### src/rtl/pc_pkg.sv
// Shared types and default parameter values for the program-counter sequencer.
package pc_pkg;

  localparam int unsigned DEFAULT_ADDR_WIDTH   = 8;
  localparam int unsigned DEFAULT_RESET_VECTOR = 0;
  localparam int unsigned DEFAULT_INCREMENT    = 1;
  localparam int unsigned DEFAULT_RAS_DEPTH    = 4;

  typedef enum logic [2:0] {
    SEL_SEQ,
    SEL_BRANCH,
    SEL_JUMP,
    SEL_CALL,
    SEL_RET,
    SEL_HOLD
  } next_pc_sel_t;

endpackage

### src/rtl/return_stack.sv
// Circular LIFO return-address stack; a push when full overwrites the oldest entry.
module return_stack #(
  parameter int unsigned WIDTH = 8,
  parameter int unsigned DEPTH = 4
) (
  input  logic             clk,
  input  logic             reset,
  input  logic             push,
  input  logic             pop,
  input  logic [WIDTH-1:0] push_data,
  output logic [WIDTH-1:0] top,
  output logic             empty,
  output logic             full,
  output logic             overflow
);

  localparam int unsigned PTR_W = $clog2(DEPTH);
  localparam int unsigned CNT_W = PTR_W + 1;

  logic [WIDTH-1:0] entries [DEPTH];
  logic [PTR_W-1:0] ptr;
  logic [CNT_W-1:0] count;

  // ptr is the next free slot; once wrapped it also addresses the oldest entry.
  always_ff @(posedge clk) begin
    if (reset) begin
      ptr      <= '0;
      count    <= '0;
      overflow <= 1'b0;
    end else begin
      overflow <= push && full;
      if (push) begin
        ptr <= ptr + PTR_W'(1);
        if (!full) count <= count + CNT_W'(1);
      end else if (pop && !empty) begin
        ptr   <= ptr - PTR_W'(1);
        count <= count - CNT_W'(1);
      end
    end
  end

  always_ff @(posedge clk) begin
    if (push && !reset) entries[ptr] <= push_data;
  end

  assign top   = entries[ptr - PTR_W'(1)];
  assign empty = (count == '0);
  assign full  = (count == CNT_W'(DEPTH));

endmodule

### src/rtl/pc_sequencer.sv
// Program-counter sequencer: prioritised next-PC selection with an internal return-address stack.
module pc_sequencer
  import pc_pkg::*;
#(
  parameter int unsigned            ADDR_WIDTH   = DEFAULT_ADDR_WIDTH,
  parameter logic [ADDR_WIDTH-1:0]  RESET_VECTOR = ADDR_WIDTH'(DEFAULT_RESET_VECTOR),
  parameter int unsigned            INCREMENT    = DEFAULT_INCREMENT,
  parameter int unsigned            RAS_DEPTH    = DEFAULT_RAS_DEPTH
) (
  input  logic                  clk,
  input  logic                  reset,
  input  logic                  stall,
  input  logic                  branch_taken,
  input  logic [ADDR_WIDTH-1:0] branch_offset,
  input  logic                  jump,
  input  logic                  call,
  input  logic                  ret,
  input  logic [ADDR_WIDTH-1:0] jump_target,
  output logic [ADDR_WIDTH-1:0] instruction_address,
  output logic [ADDR_WIDTH-1:0] return_address,
  output logic                  ras_empty,
  output logic                  ras_full,
  output logic                  ras_overflow,
  output logic                  ras_underflow
);

  localparam logic [ADDR_WIDTH-1:0] INC = ADDR_WIDTH'(INCREMENT);

  next_pc_sel_t          sel;
  logic [ADDR_WIDTH-1:0] pc;
  logic [ADDR_WIDTH-1:0] next_pc;
  logic [ADDR_WIDTH-1:0] ras_top;
  logic                  ras_push;
  logic                  ras_pop;

  always_comb begin
    sel = SEL_SEQ;
    if (stall)             sel = SEL_HOLD;
    else if (ret)          sel = SEL_RET;
    else if (call)         sel = SEL_CALL;
    else if (jump)         sel = SEL_JUMP;
    else if (branch_taken) sel = SEL_BRANCH;
  end

  assign return_address = pc + INC;

  // Offset is already ADDR_WIDTH wide, so modulo-2^W addition is the sign extension.
  always_comb begin
    next_pc = return_address;
    unique case (sel)
      SEL_HOLD:   next_pc = pc;
      SEL_RET:    next_pc = ras_empty ? return_address : ras_top;
      SEL_CALL:   next_pc = jump_target;
      SEL_JUMP:   next_pc = jump_target;
      SEL_BRANCH: next_pc = return_address + branch_offset;
      default:    next_pc = return_address;
    endcase
  end

  assign ras_push = (sel == SEL_CALL);
  assign ras_pop  = (sel == SEL_RET) && !ras_empty;

  always_ff @(posedge clk) begin
    if (reset) begin
      pc            <= RESET_VECTOR;
      ras_underflow <= 1'b0;
    end else begin
      pc            <= next_pc;
      ras_underflow <= (sel == SEL_RET) && ras_empty;
    end
  end

  assign instruction_address = pc;

  return_stack #(
    .WIDTH (ADDR_WIDTH),
    .DEPTH (RAS_DEPTH)
  ) u_ras (
    .clk       (clk),
    .reset     (reset),
    .push      (ras_push),
    .pop       (ras_pop),
    .push_data (return_address),
    .top       (ras_top),
    .empty     (ras_empty),
    .full      (ras_full),
    .overflow  (ras_overflow)
  );

endmodule

### config.mk
export PLATFORM = sky130hd
export DESIGN_NAME = pc_sequencer
export DESIGN_NICKNAME = d
export VERILOG_FILES = /design/src/rtl/pc_pkg.sv /design/src/rtl/return_stack.sv /design/src/rtl/pc_sequencer.sv
export SDC_FILE = /design/constraint.sdc
export NUM_CORES = 1
export LEC_CHECK = 0
export ABC_AREA = 0
export CAP_MARGIN = 20
export CORE_ASPECT_RATIO = 0.8
export CORE_MARGIN = 3
export CORE_UTILIZATION = 30
export DETAILED_ROUTE_END_ITERATION = 10
export MAX_ROUTING_LAYER = met4
export RECOVER_POWER = 50
export SYNTH_ARGS = -nofsm -noshare
export SYNTH_HDL_FRONTEND = slang
export SYNTH_HIERARCHICAL = 1
export SYNTH_SLANG_ARGS = --single-unit
### constraint.sdc
create_clock -name clk -period 2.8 [get_ports clk]
set_input_delay 0.56 -clock clk [delete_from_list [all_inputs] [get_ports clk]]
set_output_delay 0.56 -clock clk [all_outputs]
set_load 0.005 [all_outputs]
==> summary.md <==
| Metric | Value |
|---|---|
| Die footprint | `between 9000 and 10,000 um^2` |
| DP HPWL | `4590 um` |
| Gate Count Post-Synth | `between 200 and 250` |
| Die Wd | `108 um` |
| Startpoint types | `register` |
| CTS tree | `yes` |
| Delay-heaviest family, CP | `buffers and inverters` |
| Share of cells above drive strength 1 | `0.151` |
| Clk buf depth | `2` |
| Post-layout nets | `294` |
| RSZ-0062 raised after global routing | `no` |
| Slew @ Worst Pin | `between 700 and 800 ps` |
| Core Region | `between 8000 and 9000 um^2` |
| Leakage | `approximately 0.0012 uW` |
| Final setup fails | `0` |
| WP buf/inv | `2` |
| Worst hold slack | `between 500 and 600 ps` |
| Max Freq | `between 300 and 400 MHz` |
| Worst hold path class | `register to register` |
| Min-delay src | `instruction_address[7]$_SDFFE_PP0P_` |
| Port buffer count | `42` |
| Post-CTS setup buffer count | `0` |
| Maxcap violations | `0` |
| Critical Path End Type | `primary output` |
| Clk slew on worst S/H paths | `roughly 90 ps` |
| Gr ovfl total | `0` |
| Worst Path Arrival | `2010 ps` |
| Max incr delay on CP | `500 ps` |
| Final WL | `around 6000 um` |
| Peak VDD IR | `approximately 0.24 mV` |
| Crit Path Max Fanout | `7` |
| Yosys top cell area share | `0.383` |
| Share of the yosys chip area belonging to registers | `0.503` |
| Initial antenna violation count | `0` |
| Post-synthesis average cell area | `about 12 um^2` |
| #FFs+latches synth | `47` |
| Status | `complete, no violations` |
| Area of the multi-input gates | `1160 um^2` |
| EDFF count, synth | `32` |
| Setup TNS | `0 ps` |
| WHS Endpoint | `instruction_address[7]$_SDFFE_PP0P_` |
| H-tree level count | `2` |
| Max Used Layer | `met4` |
| Reg2reg start | `instruction_address[0]$_SDFFE_PP0P_` |
| Met2 wire len | `roughly 2800 um` |
| Initial Util | `0.313` |
| Slowest stage cell, crit path | `clkdlybuf4s50_1` |
| # IOs | `between 40 and 50` |
| Critical path required time | `about 2200 ps` |
| PD cells | `between 400 and 500 nW/um^2` |
| Vias in the first global route | `1,880` |
| Tmin final | `2570 ps` |
| End of the worst register-to-register path | `instruction_address[7]$_SDFFE_PP0P_` |
| Async set-reset flop share out of synthesis | `0` |
| Top-count cell post-synth | `edfxtp_1` |
| Final period utilization | `0.920` |
| Fin area | `~3200 um^2` |
| Layout fillers | `770` |
| Starting DRT DRC Count | `80` |
| Ranking of synthesized cells by area | `edfxtp_1 38%, dfxtp_1 12%, mux4_2 7.2%, ha_1 6.0%, xor2_1 2.8%` |
| Layout Area Growth over Synthesis | `27.2%` |
| Hold Path Depth | `2` |
| WL per Instance | `between 15 and 20 um` |
| Worst path cell trace | `and3_1, nand3_1, xnor2_2, buf_4, clkdlybuf4s50_1` |
| Wl on met1 | `between 2000 and 3000 um` |
| Reg2reg setup slack | `approximately 460 ps` |
| Num rows | `29` |
| Post-DP Area | `between 3000 and 4000 um^2` |
| Synth cell types | `44` |
| Total number of vias | `1,840` |
| Finished Core Util | `0.398` |
| Largest net degree at the start of global routing | `21` |
| Clock root cell | `clkbuf_8` |
| Top FF cell, synth | `edfxtp_1` |
| Chip Height | `just under 90 um` |
| Final ANT Viol Nets | `0` |
| Residual DRC | `0` |
| Seq. cell area | `approximately 1300 um^2` |
| ANT cells | `0` |
| R2r worst-path depth | `10` |
| Drt pass-1 iters | `4` |
| Critical path class | `register to primary output` |
| GPL Wtd Cong | `slightly below 0.8` |
| CTS Buf Count | `5` |
| Mapped Nets | `between 200 and 250` |
| Post-Syn Area | `around 2500 um^2` |
| Most frequent cells after synthesis | `32 x edfxtp_1, 15 x dfxtp_1, 12 x ha_1` |
| Count of pins over their slew limit | `0` |
| Metal3 WL | `approximately 340 um` |
| Gr usage total | `0.142` |
| Relative slew slack | `0.479` |
| Yosys warns | `6` |
| Via density | `a little over 5` |
| Clock Latency Late Sink | `~310 ps` |
| Worst Skew | `roughly 6.3 ps` |
| First-pass GRT wire length | `between 9000 and 10,000 um` |
| Fin. Hold Viols | `0` |
| Yosys top cell by area | `edfxtp_1` |
| CTS sink cnt | `47` |
==> registers in the layout (all words and copies together), names as in the netlist <==
register	flops
u_ras/ptr	2
u_ras/overflow	1
u_ras/count	3
ras_underflow	1
instruction_address	8
u_ras/entries	32
==> cell type report <==
| class | instances | area share |
|---|---|---|
| inverters | 10 | 0.0118 |
| multi-input cells | 139 | 0.364 |
| well taps | 108 | 0.0424 |
| repair buffers | 54 | 0.156 |
| clock inverters | 3 | 0.00784 |
| flip-flops and latches | 47 | 0.396 |
| clock buffers | 5 | 0.0216 |
==> layer usage <==
metal	track usage	up-vias
met4	0.0321	0
li1	-	880
met5	-	-
met1	0.186	899
met2	0.220	52
met3	0.0405	9
==> power breakdown <==
group | leakage (uW) | internal (uW) | switching, uW
clock network | 0.0000452 | 182 | 247
registers | 0.000416 | 761 | 18.7
logic | 0.000702 | 146 | 136
total | 0.00116 | 1090 | 402
==> stage by stage <==
step                      instances  total power, uW  setup slack (ps)
final                           366             1490               225
after detailed placement        358             1090               168
after global routing            366             1580              42.1
after global placement          358             1090               229
after floorplan                 203              945               397
after CTS                       366             1520               113
==> worst max-delay path by stage <==
stage                                              startpoint                             endpoint  slack [ps]  cells past startpoint
after global routing      instruction_address[2]$_SDFFE_PP0P_                    return_address[7]          40                      5
final                     instruction_address[2]$_SDFFE_PP0P_                    return_address[6]         230                      5
after floorplan                                         stall          u_ras/count[2]$_SDFFE_PP0P_         400                      8
after global placement                       branch_offset[0]  instruction_address[4]$_SDFFE_PP0P_         230                     10
after CTS                 instruction_address[0]$_SDFFE_PP0P_                    return_address[6]         110                      5
after detailed placement                     branch_offset[0]  instruction_address[4]$_SDFFE_PP0P_         170                     10
==> cell usage in the layout (no fill, tap or decap), drive strengths merged, types with 2 or more instances in the layout <==
master / n
a221oi: 7
a211oi: 2
a221o: 6
and3: 2
ha: 12
dfxtp: 15
a31oi: 3
nor2: 10
edfxtp: 32
a21oi: 11
o22ai: 3
nand2b: 2
xnor2: 6
nand2: 8
inv: 12
o21ai: 5
xor2: 8
a21o: 3
dlygate4sd3: 12
nand3: 7
nor3: 8
nor2b: 6
buf: 9
fa: 2
or3: 4
clkbuf: 8
and2: 7
mux4: 8
clkdlybuf4s50: 30
==> worst min-delay path, delay by kind of cell, from the launching register on <==
family / cells / cell delay [ps]
DFF: 1 / 360
and+or+nand+nor: 1 / 70
AOI/OAI and AO/OA: 1 / 60
==> cell families after synthesis <==
logic type / after synthesis / share of synthesized area
AND/OR/NAND/NOR: 58 / 0.129
flip-flops: 47 / 0.503
AO/OA/AOI/OAI: 44 / 0.128
buffers and inverters: 17 / 0.0314
XOR/XNOR: 15 / 0.0609
adder cells (fa/ha/maj): 14 / 0.0758
multiplexers: 8 / 0.0719
==> timing repair <==
| action | in CTS | in global routing |
|---|---|---|
| hold buffers | 0 | 0 |
| gates resized for setup | 0 | 2 |
| setup endpoints to repair | 0 | 2 |
Power figures use the tool's default switching activity.
